==> config.mk <==
export PLATFORM = sky130hd
export DESIGN_NAME = udma_tx_dp_unpacker
export DESIGN_NICKNAME = d
export VERILOG_FILES = /design/src/rtl/udma_tx_dp_unpacker.sv
export SDC_FILE = /design/constraint.sdc
export NUM_CORES = 1
export LEC_CHECK = 0
export ABC_AREA = 1
export CORE_ASPECT_RATIO = 1.75
export CORE_MARGIN = 8
export CORE_UTILIZATION = 25
export CTS_BUF_LIST = sky130_fd_sc_hd__clkbuf_8
export CTS_CLUSTER_DIAMETER = 60
export DETAILED_ROUTE_END_ITERATION = 10
export PLACE_DENSITY = 0.41
export SLEW_MARGIN = 10
export SYNTH_ARGS = -nofsm -noshare
export SYNTH_HDL_FRONTEND = slang
export SYNTH_SLANG_ARGS = --single-unit
export TNS_END_PERCENT = 50
==> constraint.sdc <==
create_clock -name clk_i -period 2.7 [get_ports clk_i]
set_input_delay 0.27 -clock clk_i [delete_from_list [all_inputs] [get_ports clk_i]]
set_output_delay 0.27 -clock clk_i [all_outputs]
set_load 0.1 [all_outputs]
==> src/rtl/udma_tx_dp_unpacker.sv <==
`default_nettype none
// ============================================================================
// Module   : udma_tx_dp_unpacker
// Brief    : Credit-based uDMA TX word receiver with a word FIFO and an
//            LSB-first byte unpacker feeding the peripheral serializer.
// Revision : 1.0 - initial release
// ============================================================================
module udma_tx_dp_unpacker #(
    parameter int DEPTH = 2,
    parameter int DW    = 32
) (
    input  logic          clk_i,
    input  logic          rstn_i,
    input  logic          cfg_en_i,
    input  logic [1:0]    cfg_datasize_i,
    output logic          data_tx_req_o,
    input  logic          data_tx_gnt_i,
    output logic [1:0]    data_tx_datasize_o,
    input  logic [DW-1:0] data_tx_i,
    input  logic          data_tx_valid_i,
    output logic          data_tx_ready_o,
    output logic [7:0]    byte_o,
    output logic          byte_valid_o,
    input  logic          byte_ready_i,
    output logic          busy_o,
    output logic          err_o
);

    localparam int c_cnt_w = $clog2(DEPTH + 1);
    localparam int c_ptr_w = (DEPTH > 1) ? $clog2(DEPTH) : 1;

    localparam logic [c_cnt_w:0]   c_depth    = (c_cnt_w + 1)'(DEPTH);
    localparam logic [c_cnt_w-1:0] c_cnt_one  = c_cnt_w'(1);
    localparam logic [c_ptr_w-1:0] c_ptr_one  = c_ptr_w'(1);
    localparam logic [c_ptr_w-1:0] c_last_ptr = c_ptr_w'(DEPTH - 1);

    logic [c_cnt_w-1:0] r_pending;
    logic [c_cnt_w-1:0] r_count;
    logic [c_ptr_w-1:0] r_wr_ptr;
    logic [c_ptr_w-1:0] r_rd_ptr;
    logic [1:0]         r_byte_idx;
    logic               r_err;
    logic [DW-1:0]      r_mem [DEPTH];
    logic [1:0]         r_tag [DEPTH];

    logic [c_cnt_w:0]   w_outstanding;
    logic               w_grant;
    logic               w_accept;
    logic               w_drop;
    logic               w_byte_take;
    logic               w_last_byte;
    logic               w_pop;
    logic [1:0]         w_tag_in;
    logic [1:0]         w_last_idx;
    logic [DW-1:0]      w_head;

    function automatic logic [c_ptr_w-1:0] f_ptr_inc(input logic [c_ptr_w-1:0] p);
        return (p == c_last_ptr) ? '0 : p + c_ptr_one;
    endfunction

    // Credits in flight plus stored words must never exceed the FIFO size,
    // which is what makes data_tx_ready_o safe without a full check.
    assign w_outstanding = {1'b0, r_pending} + {1'b0, r_count};

    assign data_tx_req_o      = cfg_en_i & (w_outstanding < c_depth);
    assign data_tx_ready_o    = (r_pending != '0);
    assign data_tx_datasize_o = cfg_datasize_i;

    assign w_grant  = data_tx_req_o & data_tx_gnt_i;
    assign w_accept = data_tx_valid_i & data_tx_ready_o;
    assign w_drop   = data_tx_valid_i & ~data_tx_ready_o;
    assign w_tag_in = (cfg_datasize_i == 2'd3) ? 2'd2 : cfg_datasize_i;

    assign w_head = r_mem[r_rd_ptr];

    always_comb begin
        w_last_idx = 2'd3;
        case (r_tag[r_rd_ptr])
            2'd0:    w_last_idx = 2'd0;
            2'd1:    w_last_idx = 2'd1;
            default: w_last_idx = 2'd3;
        endcase
    end

    assign byte_valid_o = (r_count != '0);
    assign byte_o       = byte_valid_o ? w_head[{r_byte_idx, 3'b000} +: 8] : 8'h00;
    assign w_byte_take  = byte_valid_o & byte_ready_i;
    assign w_last_byte  = (r_byte_idx == w_last_idx);
    assign w_pop        = w_byte_take & w_last_byte;

    assign busy_o = (r_pending != '0) | (r_count != '0);
    assign err_o  = r_err;

    always_ff @(posedge clk_i or negedge rstn_i) begin
        if (!rstn_i) begin
            r_pending  <= '0;
            r_count    <= '0;
            r_wr_ptr   <= '0;
            r_rd_ptr   <= '0;
            r_byte_idx <= 2'd0;
            r_err      <= 1'b0;
        end else begin
            case ({w_grant, w_accept})
                2'b10:   r_pending <= r_pending + c_cnt_one;
                2'b01:   r_pending <= r_pending - c_cnt_one;
                default: r_pending <= r_pending;
            endcase

            case ({w_accept, w_pop})
                2'b10:   r_count <= r_count + c_cnt_one;
                2'b01:   r_count <= r_count - c_cnt_one;
                default: r_count <= r_count;
            endcase

            if (w_accept) begin
                r_wr_ptr <= f_ptr_inc(r_wr_ptr);
            end

            if (w_pop) begin
                r_rd_ptr   <= f_ptr_inc(r_rd_ptr);
                r_byte_idx <= 2'd0;
            end else if (w_byte_take) begin
                r_byte_idx <= r_byte_idx + 2'd1;
            end

            if (w_drop) begin
                r_err <= 1'b1;
            end
        end
    end

    // Storage is not reset: entries are only visible once r_count covers them.
    always_ff @(posedge clk_i) begin
        if (w_accept) begin
            r_mem[r_wr_ptr] <= data_tx_i;
            r_tag[r_wr_ptr] <= w_tag_in;
        end
    end

endmodule
`default_nettype wire

==> summary.txt, run 1 <==
Status: completed
Period utilization: 86.40%
First-pass DRT Iterations: 4
Via Count: 2112
YS warnings: 0
# hold bufs at CTS: 0
Post-Syn Nets: 314
Final Skew: 0.01037 ns
Post-CTS Setup Inserts: 0
Initial antenna violation count: 0
Worst hold slack: 0.2458 ns
Detail Placement HPWL: 5233 um
Cts repair resizes: 0
Final WL: 7720 um
Global-route usage over all layers: 9.530%
Area Growth Syn to Fin: 28.85%
Startpoint types: register
Max-cap violations: 0
Fmax: 0.4287 GHz
Post-Syn Instances: 271
Worst-path fanout max: 23
CTS tree: yes
Vias in the first global route: 2366
Critical Path Most Common Cell: nor2_1
Clk buf depth: 2
Max incr delay on CP: 0.32 ns
Starting Density: 25.54%
Fraction of layout cells with a size suffix above 1: 15.71%
CTS HTree Levels: 3
Relative slew slack: 65.77%
Worst EP required: 2.43 ns
1st-iter DRT viols: 124
Port bufs: 54
Drt wl/cell: 15.38 um
CP endpoint kind: output pin
Setup CP Type: register to output pin
Largest net degree at the start of global routing: 37
Worst-Skew Late Latency: 0.35 ns
Die X: 102.7 um
TritonCTS Sinks: 77
Clock transition at path regs: 0.08 ns
I/O Pins: 55
Seq/Total Area, Yosys: 68.98%
Synth Cell Area: 3287 sq um
Final Wtd Congestion: 0.7077
Slew Limit Fails: 0
Hold Crit Class: primary input to asynchronous set/reset pin
Min cycle time layout: 2.333 ns
DIE HEIGHT: 167.7 um
Drt drc: 0
Worst-margin pin slew: 0.5134 ns
Cell variety after synth: 28
Crit-path cells: buf_4, buf_4, nor2_1, nor2_1, o21ai_0, o211ai_1, nand2_1, nor2_1, buf_12
ANT cells: 0
Rows: 55
Slowest-stage cell, CP: dfrtp_1
Final hold viol count: 0
Total CTS buffers: 9
Total die area: 17220 sq um
Congestion Overflow GR: 0
R2R setup slack: 0.58 ns
WP data arrival: 2.06 ns
Synth Register Bits: 77
DRT antenna net count: 0
Core footprint: 12870 sq um
Syn_area_per_cell: 12.13 sq um
Fin util: 32.91%
Wire length of the first global-routing pass: 12140 um
Nets@finish: 369
Root Buffer Master: clkbuf_8
Filler cells: 1336
Routed vias/inst: 4.207
Unrepaired setup endpoints after global routing: no
Setup violators final: 0
==> flip-flops by register name, indices dropped and copies added (netlist names) <==
name and cells:
r_wr_ptr 1, r_mem 64, err_o 1, r_byte_idx 2, r_tag 4, r_rd_ptr 1, r_count 2, r_pending 2
==> through the flow <==
stage | setup slack [ns] | cells | setup TNS (ns) | cell area, sq um
after global routing | 0.1264 | 502 | 0 | 4235
final | 0.3671 | 502 | 0 | 4235
after detailed placement | 0.5851 | 486 | 0 | 4026
after global placement | 0.6411 | 486 | 0 | 4026
after floorplan | -0.5560 | 271 | -18.98 | 3301
after CTS | 0.2744 | 502 | 0 | 4235
==> cell families after synthesis <==
kind of cell | synth area share, %
xor+xnor | 1.332
simple gates | 12.33
compound gates | 9.745
fa+ha+maj | 1.370
flops | 68.98
buf+inv | 6.243
==> area by class of cell <==
cell class / count / area, sq um / area share, %
Sequential cell: 77 / 2267 / 53.53
Multi-Input combinational cell: 163 / 830.8 / 19.62
Timing Repair Buffer: 60 / 648.1 / 15.30
Tap cell: 171 / 214.0 / 5.052
Clock buffer: 9 / 123.9 / 2.925
Clock inverter: 7 / 85.08 / 2.009
Inverter: 15 / 66.31 / 1.566
==> cell usage after synthesis <==
| cell type | instances | area share, % |
|---|---|---|
| inv_2 | 2 | 0.23 |
| clkbuf_1 | 1 | 0.11 |
| o21ai_1 | 11 | 1.7 |
| buf_6 | 6 | 2.1 |
| inv_4 | 1 | 0.19 |
| nor3b_1 | 1 | 0.23 |
| xnor2_1 | 4 | 1.1 |
| inv_8 | 1 | 0.34 |
| buf_2 | 3 | 0.46 |
| o21ai_0 | 23 | 3.5 |
| o211ai_1 | 6 | 1.4 |
| buf_8 | 1 | 0.46 |
| edfxtp_1 | 68 | 62 |
| xor2_1 | 1 | 0.27 |
| nor2_2 | 4 | 0.76 |
| ha_1 | 2 | 0.76 |
| nand3_1 | 4 | 0.61 |
| nand2_1 | 27 | 3.1 |
| o211ai_2 | 3 | 1.1 |
| nand2_2 | 3 | 0.57 |
| buf_4 | 5 | 1.1 |
| a21o_1 | 1 | 0.23 |
| dfrtp_1 | 9 | 6.9 |
| fa_1 | 1 | 0.61 |
| o22ai_1 | 8 | 1.5 |
| a21oi_1 | 2 | 0.30 |
| nor2_1 | 62 | 7.1 |
| inv_1 | 11 | 1.3 |
==> final timing paths <==
check	start	end	depth (start not counted)
max in group asynchronous	rstn_i	r_byte_idx[1]$_DFFE_PN0P_	1
min in group clk_i	err_o$_DFFE_PN0P_	err_o$_DFFE_PN0P_	1
hold reg to reg	err_o$_DFFE_PN0P_	err_o$_DFFE_PN0P_	1
hold / removal	rstn_i	r_count[1]$_DFFE_PN0P_	1
setup / recovery	r_rd_ptr$_DFFE_PN0P_	byte_o[1]	9
setup reg to reg	r_count[0]$_DFFE_PN0P_	r_pending[1]$_DFFE_PN0P_	9
==> per-layer routing <==
| layer | GRT usage, % | share of wire [%] | wire length (um) |
|---|---|---|---|
| met5 | 0 | 0 | 0 |
| met4 | 4.884 | 1.9 | 144 |
| met3 | 2.699 | 5.1 | 392 |
| met2 | 16.87 | 54 | 4201 |
| met1 | 9.742 | 39 | 2982 |
==> worst max-delay path, delay by kind of cell, from the launching register on <==
kind / cells / cell delay (ns)
compound gates: 2 / 0.21
buf+inv: 3 / 0.72
simple gates: 4 / 0.44
flops: 1 / 0.32
==> cell usage in the layout (no fill, tap or decap), types with 3 or more instances in the layout <==
cell              n
xnor2_1           4
dfrtp_1           9
nand3_1           4
nor2_2            6
o21ai_0          23
o211ai_2          3
nand2_1          27
o22ai_1           8
clkdlybuf4s50_1  39
o21ai_1          11
buf_4            13
edfxtp_1         68
inv_1            13
buf_12            8
o211ai_1          6
nand2_2           3
nor2_1           60
clkbuf_8          9
Power of run 1 is not shown: default switching activity piles up to over one toggle a cycle in this logic, so the estimate is an artifact.
==> run 2: changes to the inputs <==
CTS_CLUSTER_SIZE = 25   (was unset)
SETUP_SLACK_MARGIN = 0.4   (was unset)
==> summary.txt, run 2 (same netlist as run 1, synthesis figures left out) <==
Worst-Skew Late Latency: 0.35 ns (about the same)
Worst-path fanout max: 15 (-35%)
Final setup TNS: 0 ns (unchanged)
Relative slew slack: 66.29% (+0.52 points)
Commonest non-fill, non-tap cell in the layout: edfxtp_1
Routed vias/inst: 4.331 (+2.9%)
Final WL: 7834 um (+1.5%)
Fin util: 33.65% (+0.74 points)
Rows: 55 (unchanged)
Status: completed
Max reg flops: 64 (unchanged)
Detail Placement HPWL: 5293 um (+1.1%)
Most frequent cells in the layout: edfxtp_1 (68), nor2_1 (56), clkdlybuf4s50_1 (39)
Starting Density: 25.54% (unchanged)
Startpoint types: register
Global-route usage over all layers: 9.830% (+0.30 points)
Finished Layout Cells: 502 (unchanged)
First-pass DRT Iterations: 4 (unchanged)
DRT antenna net count: 0 (unchanged)
Fraction of layout cells with a size suffix above 1: 18.43% (+2.7 points)
Drt wl/cell: 15.61 um (+1.5%)
Initial antenna violation count: 0 (unchanged)
M2 GR Usage: 16.92% (+0.057 points)
Max-cap violations: 0 (unchanged)
WP data arrival: 1.93 ns (-0.13 ns)
Drt drc: 0 (unchanged)
1st-iter DRT viols: 110 (-11%)
Largest regs: r_mem x64, r_tag x4
Final hold viol count: 0 (unchanged)
Setup CP Type: register to output pin
Busiest grt layer: met2
Setup violators final: 0 (unchanged)
Min cycle time layout: 2.201 ns (-0.1318 ns)
Nets@finish: 369 (unchanged)
Port bufs: 54 (unchanged)
Worst-margin pin slew: 0.5057 ns (-0.007754 ns)
Final Skew: 0.007818 ns (-0.002551 ns)
Fmax: 0.4543 GHz (+6.0%)
Via Count: 2174 (+2.9%)
GR Layer Usage met1: 10.33% (+0.59 points)
Clock transition at path regs: 0.08 ns (about the same)
Area Growth Syn to Fin: 31.75%
Dpl cells: 486 (unchanged)
Period utilization: 81.52% (-4.9 points)
Unrepaired setup endpoints after global routing: yes
I/O Pins: 55 (unchanged)
Congestion Overflow GR: 0 (unchanged)
GRT met3 Usage: 2.616% (-0.083 points)
Total die area: 17220 sq um (unchanged)
Hold Crit Class: primary input to asynchronous set/reset pin
CP endpoint kind: output pin
Slew Limit Fails: 0 (unchanged)
Total CTS buffers: 9 (unchanged)
Final Wtd Congestion: 0.7548 (+6.7%)
Post-CTS Setup Inserts: 0 (unchanged)
DIE HEIGHT: 167.7 um (unchanged)
Core footprint: 12870 sq um (unchanged)
Clk buf depth: 2 (unchanged)
# hold bufs at CTS: 0 (unchanged)
ANT cells: 0 (unchanged)
TritonCTS Sinks: 77 (unchanged)
Top reg by flops: r_mem
Cts repair resizes: 4 (+4)
Vias in the first global route: 2365 (-0.042%)
Largest net degree at the start of global routing: 37 (unchanged)
Die X: 102.7 um (unchanged)
CTS tree: yes
Worst EP required: 2.43 ns (about the same)
CTS HTree Levels: 3 (unchanged)
Worst hold slack: 0.2147 ns (-0.03116 ns)
Root Buffer Master: clkbuf_8
Wire length of the first global-routing pass: 12390 um (+2.0%)
run 2: routing by layer:
layer / routed length [um] / vias up
li1: - / 1048
met1: 3060 / 1060
met2: 4160 / 56
met3: 411 / 10
met4: 201 / 0
met5: 0 / -
run 2: worst max-delay path: stages, from the launching register on:
cell	delay [ns]
dfrtp_2	0.52
buf_4	0.27
o21ai_0	0.10
o211ai_1	0.21
nand2_1	0.09
nor2_2	0.17
buf_12	0.20
run 2: area by class of cell:
class / count / area (sq um)
Fill cell: 1311 / 8538
Sequential cell: 77 / 2268
Multi-Input combinational cell: 163 / 872.1
Tap cell: 171 / 214.0
Inverter: 15 / 72.57
Timing Repair Buffer: 60 / 671.9
Clock inverter: 7 / 107.6
Clock buffer: 9 / 123.9
run 2: stage by stage:
stage,setup WS (ns),area (sq um)
floorplan,-0.03035,3332
global placement,0.5693,4068
detailed placement,0.5742,4068
CTS,0.4080,4310
global route,0.3626,4330
finish,0.4990,4330
run 2: final timing paths:
kind                                           start                        end  slack [ns]  cells past startpoint
min reg2reg                        err_o$_DFFE_PN0P_          err_o$_DFFE_PN0P_        0.47                      1
min in group clk_i                 err_o$_DFFE_PN0P_          err_o$_DFFE_PN0P_        0.47                      1
max in group asynchronous                     rstn_i  r_byte_idx[0]$_DFFE_PN0P_        2.17                      1
max reg2reg                   r_count[0]$_DFFE_PN0P_   r_pending[1]$_DFFE_PN0P_        0.59                      9
min                                           rstn_i       r_rd_ptr$_DFFE_PN0P_        0.21                      1
max                        r_byte_idx[0]$_DFFE_PN0P_                  byte_o[1]        0.50                      6
Power of run 2 is left out for the same reason.
==> run 3: changes to the inputs <==
clock period = 1.9 ns   (was 2.7 ns; I/O delays follow)
==> summary.txt, run 3 (same netlist as run 1, synthesis figures left out) <==
Status: finished, violations left
Failing checks: negative setup slack
Max reg flops: 64 (unchanged)
Fraction of layout cells with a size suffix above 1: 35.05% (+17 points)
Largest regs: r_mem x64, r_tag x4
Nets@finish: 406 (+10%)
WP data arrival: 1.87 ns (-0.06 ns)
Area Growth Syn to Fin: 51.31%
Final Skew: 0.009715 ns (+0.001898 ns)
Clock transition at path regs: 0.08 ns (about the same)
Max-cap violations: 0 (unchanged)
Vias in the first global route: 2472 (+4.5%)
Setup CP Type: register to output pin
Congestion Overflow GR: 0 (unchanged)
Worst-path fanout max: 6 (-9)
Global-route usage over all layers: 10.43% (+0.60 points)
Final setup TNS: -1.233 ns (-1.233 ns)
Initial antenna violation count: 0 (unchanged)
Detail Placement HPWL: 5368 um (+1.4%)
Unrepaired setup endpoints after global routing: yes
Via Count: 2329 (+7.1%)
Drt drc: 0 (unchanged)
Total CTS buffers: 9 (unchanged)
Port bufs: 54 (unchanged)
Core footprint: 12870 sq um (unchanged)
Min cycle time layout: 2.061 ns
Startpoint types: register
PnR worst setup slack: -0.1613 ns (-0.6602 ns)
Final Wtd Congestion: 0.7046 (-6.7%)
Routed vias/inst: 4.321 (-0.22%)
I/O Pins: 55 (unchanged)
Final hold viol count: 0 (unchanged)
Fmax: 0.4851 GHz
CTS HTree Levels: 3 (unchanged)
Slew Limit Fails: 0 (unchanged)
TritonCTS Sinks: 77 (unchanged)
Final WL: 8695 um (+11%)
Drt wl/cell: 16.13 um (+3.4%)
Largest net degree at the start of global routing: 35 (-5.4%)
Die X: 102.7 um (unchanged)
First-pass DRT Iterations: 4 (unchanged)
DIE HEIGHT: 167.7 um (unchanged)
Setup violators final: 11 (+11)
Hold Crit Class: primary input to asynchronous set/reset pin
Starting Density: 25.54% (unchanged)
Rows: 55 (unchanged)
Relative slew slack: 60.20% (-6.1 points)
Worst EP required: 1.71 ns (-0.72 ns)
ANT cells: 0 (unchanged)
Commonest non-fill, non-tap cell in the layout: edfxtp_1
CP endpoint kind: output pin
DRT antenna net count: 0 (unchanged)
Wire length of the first global-routing pass: 13120 um (+5.9%)
Most frequent cells in the layout: edfxtp_1 (68), nor2_1 (49), clkdlybuf4s50_1 (39)
Clk buf depth: 2 (unchanged)
Period utilization: 108.5%
1st-iter DRT viols: 136 (+24%)
Root Buffer Master: clkbuf_8
Top reg by flops: r_mem
Total die area: 17220 sq um (unchanged)
Worst-Skew Late Latency: 0.35 ns (about the same)
Worst-margin pin slew: 0.5955 ns (+0.08986 ns)
CTS tree: yes
-- run 3: changes by cell type in the layout (fill, tap and decap cells not counted), sizes merged --
| cell | before | now |
|---|---|---|
| buf | 21 | 55 |
| bufinv | 3 | 0 |
| clkbuf | 9 | 11 |
| clkinv | 2 | 3 |
| inv | 16 | 17 |
| nor2 | 66 | 68 |
-- run 3: metrics by stage --
step                      util [%]  worst slack [ns]  cell area [sq um]  hold slack, ns  std cells
after floorplan                  -           -0.8304               3339         -0.1056        271
after global placement       33.32           -0.2046               4288          0.4428        501
after global routing         38.65           -0.2551               4974          0.1812        539
after detailed placement     33.32           -0.1984               4288          0.4464        501
after CTS                    36.81           -0.1942               4737          0.1672        529
final                        38.65           -0.1613               4974          0.1558        539
-- run 3: path summary, 6_finish.rpt --
kind / start / endpoint / slack (ns) / depth (start not counted)
worst max-delay path: r_rd_ptr$_DFFE_PN0P_ / byte_o[6] / -0.16 / 10
worst max register to register: r_pending[1]$_DFFE_PN0P_ / r_pending[1]$_DFFE_PN0P_ / -0.06 / 7
worst min register to register: err_o$_DFFE_PN0P_ / err_o$_DFFE_PN0P_ / 0.46 / 1
worst min-delay path: rstn_i / r_wr_ptr$_DFFE_PN0P_ / 0.16 / 1
max in group asynchronous: rstn_i / r_byte_idx[0]$_DFFE_PN0P_ / 1.40 / 1
min in group clk_i: data_tx_i[13] / r_mem[1][13]$_DFFE_PP_ / 0.42 / 1
-- run 3: area by class of cell --
| cell class | count | area [sq um] |
|---|---|---|
| Fill cell | 1286 | 7895 |
| Sequential cell | 77 | 2268 |
| Timing Repair Buffer | 95 | 1186 |
| Multi-Input combinational cell | 165 | 1067 |
| Tap cell | 171 | 214.0 |
| Clock buffer | 10 | 137.6 |
| Inverter | 15 | 75.07 |
| Clock inverter | 6 | 25.02 |
-- run 3: metal layers --
layer | wire [um] | vias to the layer above | track usage [%] | part of all wire, %
li1 | - | 1129 | - | -
met1 | 3394 | 1148 | 11.03 | 39
met2 | 4781 | 46 | 18.71 | 55
met3 | 367 | 6 | 2.326 | 4.2
met4 | 152 | 0 | 4.820 | 1.7
met5 | 0 | - | 0 | 0
-- run 3: timing repair --
item                       CTS  global route
hold buffers                 0             0
cloned                       4             2
resized for setup           27            41
setup endpoints to repair   85            53
setup buffers                8             8
pin swaps                   19            31
-- run 3: worst max-delay path, stage by stage (launching register included) --
cell and delay (ns):
dfrtp_1 0.38, buf_12 0.16, inv_12 0.05, buf_12 0.12, clkbuf_16 0.15, o21ai_1 0.17
o211ai_2 0.09, nand2_1 0.07, nor2_1 0.04, buf_4 0.13, buf_12 0.15
Power of run 3 is left out for the same reason.
